File: src/rtl/fifo_tx_serializer.sv
`default_nettype none
// ---------------------------------------------------------------------------
// Module   : fifo_tx_serializer
// Brief    : Pops words from an upstream FIFO and sends each one MSB-first as
//            a start(0) / WIDTH data / stop(1) frame on a single serial wire.
// Revision : 1.0 - initial release
// ---------------------------------------------------------------------------
module fifo_tx_serializer #(
  parameter int WIDTH        = 16,
  parameter int CLKS_PER_BIT = 4
) (
  input  logic             clock,
  input  logic             reset,
  input  logic             enable,
  input  logic             fifo_empty,
  input  logic [WIDTH-1:0] fifo_data,
  output logic             fifo_read,
  output logic             tx,
  output logic             busy,
  output logic             word_done,
  output logic [7:0]       word_count
);

  localparam int CYC_W = (CLKS_PER_BIT > 1) ? $clog2(CLKS_PER_BIT) : 1;
  localparam int BIT_W = (WIDTH > 1) ? $clog2(WIDTH) : 1;
  localparam logic [CYC_W-1:0] C_CYC_LAST = CYC_W'(CLKS_PER_BIT - 1);
  localparam logic [BIT_W-1:0] C_BIT_LAST = BIT_W'(WIDTH - 1);

  typedef enum logic [2:0] {
    S_IDLE  = 3'd0,
    S_FETCH = 3'd1,
    S_WAIT  = 3'd2,
    S_START = 3'd3,
    S_DATA  = 3'd4,
    S_STOP  = 3'd5
  } state_t;

  state_t           state_q, state_d;
  logic [CYC_W-1:0] cyc_q, cyc_d;
  logic [BIT_W-1:0] bit_q, bit_d;
  logic [WIDTH-1:0] shift_q, shift_d;
  logic [7:0]       count_q, count_d;

  logic w_cyc_last;
  logic w_can_fetch;

  assign w_cyc_last  = (cyc_q == C_CYC_LAST);
  // Only consulted from IDLE and the final STOP cycle.
  assign w_can_fetch = enable && !fifo_empty;

  always_ff @(posedge clock or posedge reset) begin
    if (reset) begin
      state_q <= S_IDLE;
      cyc_q   <= '0;
      bit_q   <= '0;
      shift_q <= '0;
      count_q <= '0;
    end else begin
      state_q <= state_d;
      cyc_q   <= cyc_d;
      bit_q   <= bit_d;
      shift_q <= shift_d;
      count_q <= count_d;
    end
  end

  always_comb begin
    state_d = state_q;
    cyc_d   = cyc_q;
    bit_d   = bit_q;
    shift_d = shift_q;
    count_d = count_q;
    case (state_q)
      S_IDLE: begin
        cyc_d = '0;
        bit_d = '0;
        if (w_can_fetch) begin
          state_d = S_FETCH;
        end
      end
      S_FETCH: begin
        state_d = S_WAIT;
      end
      S_WAIT: begin
        // FIFO output is registered, so the popped word is valid only now.
        shift_d = fifo_data;
        cyc_d   = '0;
        bit_d   = '0;
        state_d = S_START;
      end
      S_START: begin
        if (w_cyc_last) begin
          cyc_d   = '0;
          state_d = S_DATA;
        end else begin
          cyc_d = cyc_q + CYC_W'(1);
        end
      end
      S_DATA: begin
        if (w_cyc_last) begin
          cyc_d   = '0;
          shift_d = shift_q << 1;
          if (bit_q == C_BIT_LAST) begin
            bit_d   = '0;
            state_d = S_STOP;
          end else begin
            bit_d = bit_q + BIT_W'(1);
          end
        end else begin
          cyc_d = cyc_q + CYC_W'(1);
        end
      end
      S_STOP: begin
        if (w_cyc_last) begin
          cyc_d   = '0;
          count_d = count_q + 8'd1;
          state_d = w_can_fetch ? S_FETCH : S_IDLE;
        end else begin
          cyc_d = cyc_q + CYC_W'(1);
        end
      end
      default: begin
        state_d = S_IDLE;
      end
    endcase
  end

  always_comb begin
    fifo_read = 1'b0;
    tx        = 1'b1;
    busy      = (state_q != S_IDLE);
    word_done = 1'b0;
    case (state_q)
      S_FETCH: fifo_read = 1'b1;
      S_START: tx        = 1'b0;
      S_DATA:  tx        = shift_q[WIDTH-1];
      S_STOP:  word_done = w_cyc_last;
      default: ;
    endcase
  end

  assign word_count = count_q;

endmodule
`default_nettype wire
File: config.mk
export PLATFORM = sky130hd
export DESIGN_NAME = fifo_tx_serializer
export DESIGN_NICKNAME = d
export VERILOG_FILES = /design/src/rtl/fifo_tx_serializer.sv
export SDC_FILE = /design/constraint.sdc
export NUM_CORES = 1
export LEC_CHECK = 0
export CAP_MARGIN = 20
export CORE_ASPECT_RATIO = 1.4
export CORE_MARGIN = 2
export CORE_UTILIZATION = 31
export DETAILED_ROUTE_END_ITERATION = 10
export GPL_ROUTABILITY_DRIVEN = 0
export GPL_TIMING_DRIVEN = 0
export RECOVER_POWER = 100
export SYNTH_ARGS = -nofsm -noshare
export SYNTH_HDL_FRONTEND = slang
export SYNTH_SLANG_ARGS = --single-unit
export TNS_END_PERCENT = 20
File: constraint.sdc
create_clock -name clock -period 1.85 [get_ports clock]
set_clock_uncertainty 0.05 [all_clocks]
set_input_delay 0.2775 -clock clock [delete_from_list [all_inputs] [get_ports clock]]
set_output_delay 0.2775 -clock clock [all_outputs]
set_load 0.01 [all_outputs]
==> impl_results.md <==
* Outcome: complete, but fails checks
* Failing checks: negative setup slack
* CORE AREA at 5080 µm²
* Initial antenna violation count at 0
* Diodes inserted at 0
* RSZ-0062 raised after global routing: true
* HP Start: word_count[7]$_DFFE_PP0P_
* GRT Residual Overflow at 0
* VDD IR max at 436 µV
* Max_slew headroom at 50.7%
* Cells along the critical path: or3b_4, buf_8, o21a_1, buf_2
* Number of vias per cell at 4.83
* Clock buffer depth at 2
* Clk sinks at 33
* Mapped cell area at approximately 1600 µm²
* Startpoint Class: register
* Leak Pwr at 1.01 nW
* Placed Area at 2020 µm²
* Post-Place Cells at about 280
* Mapped Cells at 177
* RR Endpoint: bit_q[3]$_DFFE_PP0P_
* Cts bufs inserted at 5
* GRT Util Overall at 13.4%
* Max Clk Rate at 539 MHz
* Root buffer cell: clkbuf_8
* Largest net degree at the start of global routing at 20
* Worst Hold End: word_count[7]$_DFFE_PP0P_
* Endpoints failing setup at 1
* FF-to-FF path depth at 5
* Min-delay worst type: register to register
* Finished Layout Cells at roughly 290
* Area Overhead vs Synth at 36.2%
* Via count at between 1000 and 1500
* Worst path bufs/invs at 2
* Port Buffer Count at 31
* Max Cap Violations at 0
* Routed WL at 3610 µm
* Post-synth top area share at 51.5%
* Syn avg cell area at 9.06 µm²
* Flop2flop setup slack at 30 ps
* First-pass GRT wire length at 6040 µm
* Post-Place Setup Slack at -389 ps
* CP top delay family: flip-flops
* Starting DRT DRC Count at 77
* Max incr delay on CP at 420 ps
* Dominant cell type by area after synthesis: dfrtp_1
* Pins over their slew limit at 0
* Share of cells above drive strength 1 at 12.3%
* Worst Setup End Kind: primary output
* Die footprint at a little under 6000 µm²
* Final Core Density at a little over two fifths
* Die Y at 89.1 µm
* Final ANT Viol Nets at 0
* Critical path arrival at 1530 ps
* DP HPWL at between 2000 and 2500 µm
* Drc violations at 0
* Actual transition at the worst max-transition pin at 739 ps
* Worst hold slack at 426 ps
* Fin crit period at ~1900 ps
* Post-synth ARST share at 100%
* Reg2reg start: state_q[0]$_DFFE_PP0P_
* Crit Path Max Fanout at 4
* Top cells by area, synth: dfrtp_1 52%, nand2_1 9.4%, a31oi_1 6.6%
* Crit share post-route at 100%
* H-tree depth at 2
* Synth warn at 0
* Hold path depth at 1
* Starting Density at 31.5%
* Post-route cell area at 2180 µm²
* Post-synthesis sequential area ratio at a little over 50%
* Final Hold Vio Count at 0
* Number of global-route vias before repair at 1366
* CTS Hold Bufs at 0
* Yosys reg bits at 33
* WL/cell at 12.7 µm
* CTS tree: built
* CP max-delay cell: dfrtp_1
* # rows at 31
* Power density relative to cell area at 683 nW/µm²
* # IOs at 32
* Post-synthesis net count at 200
* Clock slew at reported path FFs at 60 ps
* CP required at 1520 ps
* Main synth FF type: dfrtp_1
* DR pass1 iterations at 4
* Worst-skew pair later-pin latency at between 200 and 300 ps
* Final setup margin at -6.30 ps
* EDFF count, synth at 0
* WS Path Type: register to primary output
* NumNets Final at 241
* Library cells used by synthesis at 30
* Die width at 64.8 µm
[Yosys cell counts (4+ instances only)]
library cell and number:
nand2_1 40, dfrtp_1 33, nor2_1 20, a31oi_1 17
a21oi_1 6, nand3_1 6, o21ai_0 6, buf_2 5
clkbuf_1 5, xnor2_1 5, nand2b_1 4, nand3b_1 4
[cell usage in the layout, fill, tap and decap left out, types with 3 or more instances in the layout]
cell and n:
nand3_1 6, nand3b_1 4, o21ai_0 6, nor2_1 20, clkbuf_1 3, nand2b_1 3
xnor2_1 5, buf_2 4, buf_4 3, a21oi_1 6, a31oi_1 16, dfrtp_1 33
clkbuf_8 6, clkbuf_2 3, clkdlybuf4s50_1 26, nand2_1 40
[stage by stage]
stage	TNS [ps]	power, mW
6_report	-6.30	1.49
5_1_grt	-112	1.56
4_1_cts	-6.27	1.52
3_5_place_dp	-787	0.818
3_3_place_gp	-1530	0.809
2_1_floorplan	0	0.761
[timing repair]
item	in CTS	in global routing
endpoints found under the setup margin	5	15
resized for setup	21	9
hold endpoints to repair	0	0
pin swaps	2	0
setup buffers	4	0
[metal layers]
metal | global-route usage [%] | share of wire, % | up-vias
met2 | 23.6 | 51 | 26
li1 | - | - | 689
met3 | 4.53 | 5.2 | 4
met1 | 15.5 | 43 | 657
met5 | 0 | 0 | -
met4 | 4.06 | 1.2 | 0
[logic make-up (layout without fill, tap and decap cells)]
kind of cell / after synthesis / in the layout / share of synthesized area, %
AOI/OAI and AO/OA: 35 / 35 / 13.3
buffers and inverters: 12 / 54 / 3.20
xor gates and xnor gates: 7 / 7 / 3.83
DFF: 33 / 33 / 51.5
adders and majority gates: 3 / 3 / 2.34
and+or+nand+nor: 85 / 85 / 24.4
muxes: 2 / 2 / 1.33
[sequential cells by signal (all words and copies together) (netlist names)]
signal,count
shift_q,16
cyc_q,2
state_q,3
word_count,8
bit_q,4
[power by group]
part	switching [mW]	total [mW]	internal, mW
registers	0.00298	0.730	0.727
logic	0.0241	0.0644	0.0404
clock network	0.257	0.696	0.439
total	0.284	1.49	1.21
[layout make-up]
| cell class | count | area [µm²] |
|---|---|---|
| tap | 66 | 82.6 |
| clock inverter | 1 | 30.0 |
| timing repair buffer | 36 | 333 |
| inverter | 2 | 7.51 |
| sequential | 33 | 826 |
| buffer | 8 | 57.6 |
| clock buffer | 7 | 86.3 |
| fill | 517 | 2900 |
| multi-input combinational | 132 | 761 |
[worst max-delay path by stage]
| stage | from | endpoint | slack [ps] | cells past startpoint |
|---|---|---|---|---|
| 3_3_place_gp | state_q[0]$_DFFE_PP0P_ | tx | -410 | 5 |
| 2_1_floorplan | state_q[0]$_DFFE_PP0P_ | tx | 210 | 4 |
| 4_1_cts | state_q[0]$_DFFE_PP0P_ | tx | -6 | 4 |
| 6_report | state_q[0]$_DFFE_PP0P_ | tx | -6 | 4 |
| 5_1_grt | state_q[0]$_DFFE_PP0P_ | tx | -60 | 4 |
| 3_5_place_dp | state_q[0]$_DFFE_PP0P_ | tx | -390 | 5 |
Power figures use the tool's default switching activity.
